$ cat src/rtl/axil_master_pkg.sv
// Shared types and constants for the AXI4-Lite register master.
package axil_master_pkg;

    typedef enum logic [2:0] {
        IDLE,
        WR,
        WB,
        RA,
        RD,
        RSP
    } state_t;

    localparam logic [1:0] RESP_OKAY   = 2'b00;
    localparam logic [1:0] RESP_SLVERR = 2'b10;

    localparam int unsigned TIMEOUT_DEFAULT = 256;

endpackage

$ cat src/rtl/axil_reg_master.sv
// Single-outstanding AXI4-Lite initiator for register commands.
// Optional watchdog abort: define AXIL_MASTER_TIMEOUT_EN.
module axil_reg_master
    import axil_master_pkg::*;
#(
    parameter int unsigned ADDR_W         = 6,
    parameter int unsigned DATA_W         = 32,
    parameter int unsigned TIMEOUT_CYCLES = TIMEOUT_DEFAULT
) (
    input  logic                clk,
    input  logic                rstn,
    input  logic                cmd_valid,
    output logic                cmd_ready,
    input  logic                cmd_write,
    input  logic [ADDR_W-1:0]   cmd_addr,
    input  logic [DATA_W-1:0]   cmd_wdata,
    input  logic [DATA_W/8-1:0] cmd_wstrb,
    output logic                rsp_valid,
    input  logic                rsp_ready,
    output logic [DATA_W-1:0]   rsp_rdata,
    output logic [1:0]          rsp_resp,
    output logic                rsp_timeout,
    output logic [ADDR_W-1:0]   m_axi_awaddr,
    output logic [2:0]          m_axi_awprot,
    output logic                m_axi_awvalid,
    input  logic                m_axi_awready,
    output logic [DATA_W-1:0]   m_axi_wdata,
    output logic [DATA_W/8-1:0] m_axi_wstrb,
    output logic                m_axi_wvalid,
    input  logic                m_axi_wready,
    input  logic [1:0]          m_axi_bresp,
    input  logic                m_axi_bvalid,
    output logic                m_axi_bready,
    output logic [ADDR_W-1:0]   m_axi_araddr,
    output logic [2:0]          m_axi_arprot,
    output logic                m_axi_arvalid,
    input  logic                m_axi_arready,
    input  logic [DATA_W-1:0]   m_axi_rdata,
    input  logic [1:0]          m_axi_rresp,
    input  logic                m_axi_rvalid,
    output logic                m_axi_rready
);

    state_t state, nxt, state_n;

    logic                aw_done, w_done;
    logic                aw_hs, w_hs;
    logic                abort;
    logic [ADDR_W-1:0]   addr_q;
    logic [DATA_W-1:0]   wdata_q;
    logic [DATA_W/8-1:0] wstrb_q;

    assign aw_hs = m_axi_awvalid && m_axi_awready;
    assign w_hs  = m_axi_wvalid && m_axi_wready;

    // rstn gate keeps cmd_ready low for the whole reset pulse
    assign cmd_ready     = rstn && (state == IDLE);
    assign m_axi_awvalid = (state == WR) && !aw_done;
    assign m_axi_wvalid  = (state == WR) && !w_done;
    assign m_axi_bready  = (state == WB);
    assign m_axi_arvalid = (state == RA);
    assign m_axi_rready  = (state == RD);
    assign rsp_valid     = (state == RSP);

    assign m_axi_awaddr = addr_q;
    assign m_axi_araddr = addr_q;
    assign m_axi_wdata  = wdata_q;
    assign m_axi_wstrb  = wstrb_q;
    assign m_axi_awprot = 3'b000;
    assign m_axi_arprot = 3'b000;

    always_comb begin
        nxt = state;
        unique case (state)
            IDLE: if (cmd_valid) nxt = cmd_write ? WR : RA;
            WR:   if ((aw_done || aw_hs) && (w_done || w_hs)) nxt = WB;
            WB:   if (m_axi_bvalid) nxt = RSP;
            RA:   if (m_axi_arready) nxt = RD;
            RD:   if (m_axi_rvalid) nxt = RSP;
            RSP:  if (rsp_ready) nxt = IDLE;
            default: nxt = IDLE;
        endcase
    end

    assign state_n = abort ? RSP : nxt;

    always_ff @(posedge clk) begin
        if (!rstn) begin
            state     <= IDLE;
            aw_done   <= 1'b0;
            w_done    <= 1'b0;
            addr_q    <= '0;
            wdata_q   <= '0;
            wstrb_q   <= '0;
            rsp_rdata <= '0;
            rsp_resp  <= RESP_OKAY;
        end else begin
            state <= state_n;
            if (cmd_valid && cmd_ready) begin
                addr_q  <= cmd_addr;
                wdata_q <= cmd_wdata;
                wstrb_q <= cmd_wstrb;
                aw_done <= 1'b0;
                w_done  <= 1'b0;
            end
            if (aw_hs) aw_done <= 1'b1;
            if (w_hs)  w_done  <= 1'b1;
            if (abort) begin
                rsp_rdata <= '0;
                rsp_resp  <= RESP_SLVERR;
            end else if (state == WB && m_axi_bvalid) begin
                rsp_rdata <= '0;
                rsp_resp  <= m_axi_bresp;
            end else if (state == RD && m_axi_rvalid) begin
                rsp_rdata <= m_axi_rdata;
                rsp_resp  <= m_axi_rresp;
            end
        end
    end

`ifdef AXIL_MASTER_TIMEOUT_EN
    localparam int unsigned CNT_W = $clog2(TIMEOUT_CYCLES) + 1;

    logic [CNT_W-1:0] cnt;
    logic             busy;
    logic             tmo_q;

    assign busy = (state == WR) || (state == WB) ||
                  (state == RA) || (state == RD);
    // a completing handshake in the final cycle wins over the abort
    assign abort = busy && (nxt == state) &&
                   (cnt == CNT_W'(TIMEOUT_CYCLES - 1));
    assign rsp_timeout = tmo_q;

    always_ff @(posedge clk) begin
        if (!rstn || !busy) cnt <= '0;
        else                cnt <= cnt + 1'b1;
    end

    always_ff @(posedge clk) begin
        if (!rstn)
            tmo_q <= 1'b0;
        else if (state != RSP && state_n == RSP)
            tmo_q <= abort;
    end
`else
    logic unused_cfg;

    assign abort       = 1'b0;
    assign rsp_timeout = 1'b0;
    assign unused_cfg  = ^TIMEOUT_CYCLES;
`endif

endmodule

$ cat config.mk
export PLATFORM = sky130hd
export DESIGN_NAME = axil_reg_master
export DESIGN_NICKNAME = d
export VERILOG_FILES = /design/src/rtl/axil_master_pkg.sv /design/src/rtl/axil_reg_master.sv
export SDC_FILE = /design/constraint.sdc
export NUM_CORES = 1
export LEC_CHECK = 0
export CAP_MARGIN = 20
export CORE_MARGIN = 10
export CORE_UTILIZATION = 39
export DETAILED_ROUTE_END_ITERATION = 16
export PLACE_DENSITY = 0.92
export SLEW_MARGIN = 25
export SYNTH_ARGS = -nofsm -noshare
export SYNTH_HDL_FRONTEND = slang
export SYNTH_SLANG_ARGS = --single-unit
export TNS_END_PERCENT = 20
$ cat constraint.sdc
create_clock -name clk -period 2 [get_ports clk]
set_input_delay 0.3 -clock clk [delete_from_list [all_inputs] [get_ports clk]]
set_output_delay 0.3 -clock clk [all_outputs]
set_load 0.02 [all_outputs]
==> results of run 1 <==
## final cells by class
type	instances	area, um^2	share of cell area, %
Clock buffer	12	155.1	2.907
Clock inverter	3	40.04	0.7503
Timing Repair Buffer	188	1876	35.15
Sequential cell	81	1624	30.43
Multi-Input combinational cell	233	1334	24.99
Tap cell	105	131.4	2.462
Inverter	47	176.4	3.306
## per-stage QoR
stage | utilization, % | hold slack [ns]
2_1_floorplan | - | 0.4360
3_3_place_gp | 62.24 | 0.4408
3_5_place_dp | 62.24 | 0.4454
4_1_cts | 64.62 | 0.2919
5_1_grt | 64.62 | 0.3141
6_report | 64.62 | 0.3065
## cell usage after synthesis (2+ instances only)
library cell | count | area, um^2
nand2b_1 | 2 | 12.51
a21oi_1 | 38 | 190.2
o21ai_0 | 4 | 20.02
nand3_1 | 44 | 220.2
nand2_1 | 66 | 247.7
clkbuf_1 | 15 | 56.30
nor3b_1 | 3 | 22.52
buf_6 | 4 | 45.04
buf_4 | 13 | 97.59
nand3b_1 | 2 | 15.01
inv_1 | 47 | 176.4
nor2_1 | 5 | 18.77
buf_1 | 8 | 30.03
dfxtp_1 | 81 | 1622
o21ai_2 | 40 | 350.3
nand4bb_1 | 2 | 22.52
## critical path, stage by stage, from the launching register on
cell	delay (ns)
dfxtp_1	0.35
inv_1	0.05
or3_1	0.39
nor2_1	0.10
dlygate4sd2_1	0.37
## registers in the layout, summed over array words and instances (netlist names)
signal,flops
m_axi_araddr,6
rsp_resp,2
m_axi_wstrb,4
aw_done,1
rsp_rdata,32
w_done,1
state,3
m_axi_wdata,32
## how the worst min path moves through the flow
stage	endpoint	startpoint	slack (ns)	cells after the start
floorplan	rsp_rdata[0]$_SDFFE_PP0P_	m_axi_rdata[0]	0.44	2
global placement	rsp_rdata[31]$_SDFFE_PP0P_	rsp_rdata[31]$_SDFFE_PP0P_	0.44	2
detailed placement	rsp_rdata[28]$_SDFFE_PP0P_	rsp_rdata[28]$_SDFFE_PP0P_	0.45	2
CTS	aw_done$_SDFFE_PN0P_	rstn	0.29	3
global route	aw_done$_SDFFE_PN0P_	rstn	0.31	3
finish	aw_done$_SDFFE_PN0P_	rstn	0.31	3
## layer usage
| metal | track usage [%] | part of all wire, % |
|---|---|---|
| met5 | 0 | 0 |
| met4 | 4.822 | 1.0 |
| met3 | 7.774 | 11 |
| met2 | 27.15 | 48 |
| met1 | 16.77 | 40 |
## where the power goes
group	switching, mW	internal, mW
Sequential	0.212	1.92
Combinational	1.32	1.12
Clock	0.524	0.635
## placed cells by master, fill, tap and decap left out, types with 2 or more instances in the layout
cell type,count
buf_4,9
dfxtp_2,2
nand4bb_1,2
nand2_1,66
conb_1,7
clkbuf_8,11
nor3b_1,2
clkinv_2,2
inv_1,47
nor2_1,5
buf_12,3
nand3_1,44
nand2b_1,2
o21ai_0,4
dfxtp_1,79
clkdlybuf4s50_1,168
nand3b_1,2
dlygate4sd2_1,7
o21ai_2,40
a21oi_1,38
## cell families after synthesis
family,Yosys count,synth area share [%]
AOI/OAI and AO/OA,91,19.14
and+or+nand+nor,133,18.92
buffers and inverters,88,12.36
DFF,81,48.83
other,1,0.1129
muxes,2,0.6405
## timing repair
item	4_1_cts	5_1_grt
resized for setup	11	0
setup endpoints to repair	7	0
setup buffers	0	0
==> results.cfg, run 1 <==
[die]
start_util_pct = 40.21
num_rows = 33
die_y_um = 112.3
dieArea_um2 = 12610
pin_count = 184
core_um2 = 8258
die_w_um = 112.3

[worst_setup_path]
worstPathArrival_ns = 1.58
rr_endpoint = aw_done$_SDFFE_PN0P_
end_kind = primary output
r2r-start = state[0]$_SDFFE_PN0P_
start_kind = flop
ff2ff_setup_slack_ns = 0.17
cp_max_fo = 2
endpoint = m_axi_awvalid
worstSetupPathType = flop to primary output
cp-startpoint = state[0]$_SDFFE_PN0P_
cp.required_ns = 1.70
reg2reg_depth = 5

[place]
placed_cells = 654
pre_cts_slack_ns = -0.01514
dp_hpwl_um = 8342
io_buffers = 176
place_congestion = 0.8944
place_area_um2 = 5140

[power_and_ir_drop]
p_leak_nw = 2.115
finalPower_mw = 5.742
max-vdd-ir-drop_mv = 0.5551
p_per_area_nw_per_um2 = 1076

[synthesis]
syn_inst = 396
yosysSeqAreaShare_pct = 48.83
synth_edf_count = 0
synthFlopType = dfxtp_1
yosysWarnings = 0
async_flop_share_pct = 0
ys_ff_latch = 81
syn_area_per_cell_um2 = 8.386
netlist_area_um2 = 3321
synth_cell_types = 38

[grt]
grt_pass1_wl_um = 16840
grt_overflow = 0
antenna_found_initial = 0
grt_util_all_layers_pct = 15.84
grt_max_degree = 49
grt_pass1_vias = 3410

[clock_network]
cts_tree = yes
htree_levels = 3
numClockSinks = 81
postCtsHoldBufs = 0
clock_latency_ns = 0.32
clockBufferDepth = 2
clk_pin_slew_ns = 0.07
cts_buffers = 9
cts_root_buffer = clkbuf_8

[timing]
setup_viol_count_final = 0
setup_ws_ns = 0.1225
finalSetupTns_ns = 0
min_period_over_period_pct = 93.87
max_slew.worst_pin.slew_ns = 0.5230
final-max-slew-violation-count = 0
rsz0062_at_grt = no
fmax_mhz = 532.6
finalCriticalPeriod_ns = 1.877
max_slew_margin_pct = 65.06
skew_ns = 0.006514
finalHoldViolCount = 0

[layout]
nNetsFinal = 648
fin_cells = 669
drive_above_1_share_pct = 13.30
area_growth_pct = 60.70
antenna_cells = 0
finalInstanceArea_um2 = 5336
fill_cells = 672

[run]
cap_violations = 0

[drt]
routed_via_density = 4.801
wl_per_cell_um = 15.66
drc = 0
drt_first_pass_iters = 4
first_iter_violations = 188
drt-total-wl_um = 10480
ant_nets = 0
dr_total_vias = 3212

[outcome]
status = finished clean

[min_path]
min_path_type = input port to flop
Note: power is estimated with default switching activity, not from simulation.
==> inputs of run 2 (changes only) <==
--- a/config.mk
+++ b/config.mk
@@ -8,7 +8,9 @@
 export CAP_MARGIN = 20
 export CORE_MARGIN = 10
 export CORE_UTILIZATION = 39
+export CTS_CLUSTER_SIZE = 28
 export DETAILED_ROUTE_END_ITERATION = 16
+export GPL_ROUTABILITY_DRIVEN = 1
 export PLACE_DENSITY = 0.92
 export SLEW_MARGIN = 25
 export SYNTH_ARGS = -nofsm -noshare
==> results of run 2 <==
No change in the layout: final DEF, timing and power equal those of run 1.
==> inputs of run 3 (changes only) <==
--- a/config.mk
+++ b/config.mk
@@ -11,6 +11,7 @@
 export CTS_CLUSTER_SIZE = 28
 export DETAILED_ROUTE_END_ITERATION = 16
 export GPL_ROUTABILITY_DRIVEN = 1
+export HOLD_SLACK_MARGIN = 0.08
 export PLACE_DENSITY = 0.92
 export SLEW_MARGIN = 25
 export SYNTH_ARGS = -nofsm -noshare
==> results of run 3 <==
No change in the layout: final DEF, timing and power equal those of run 1.
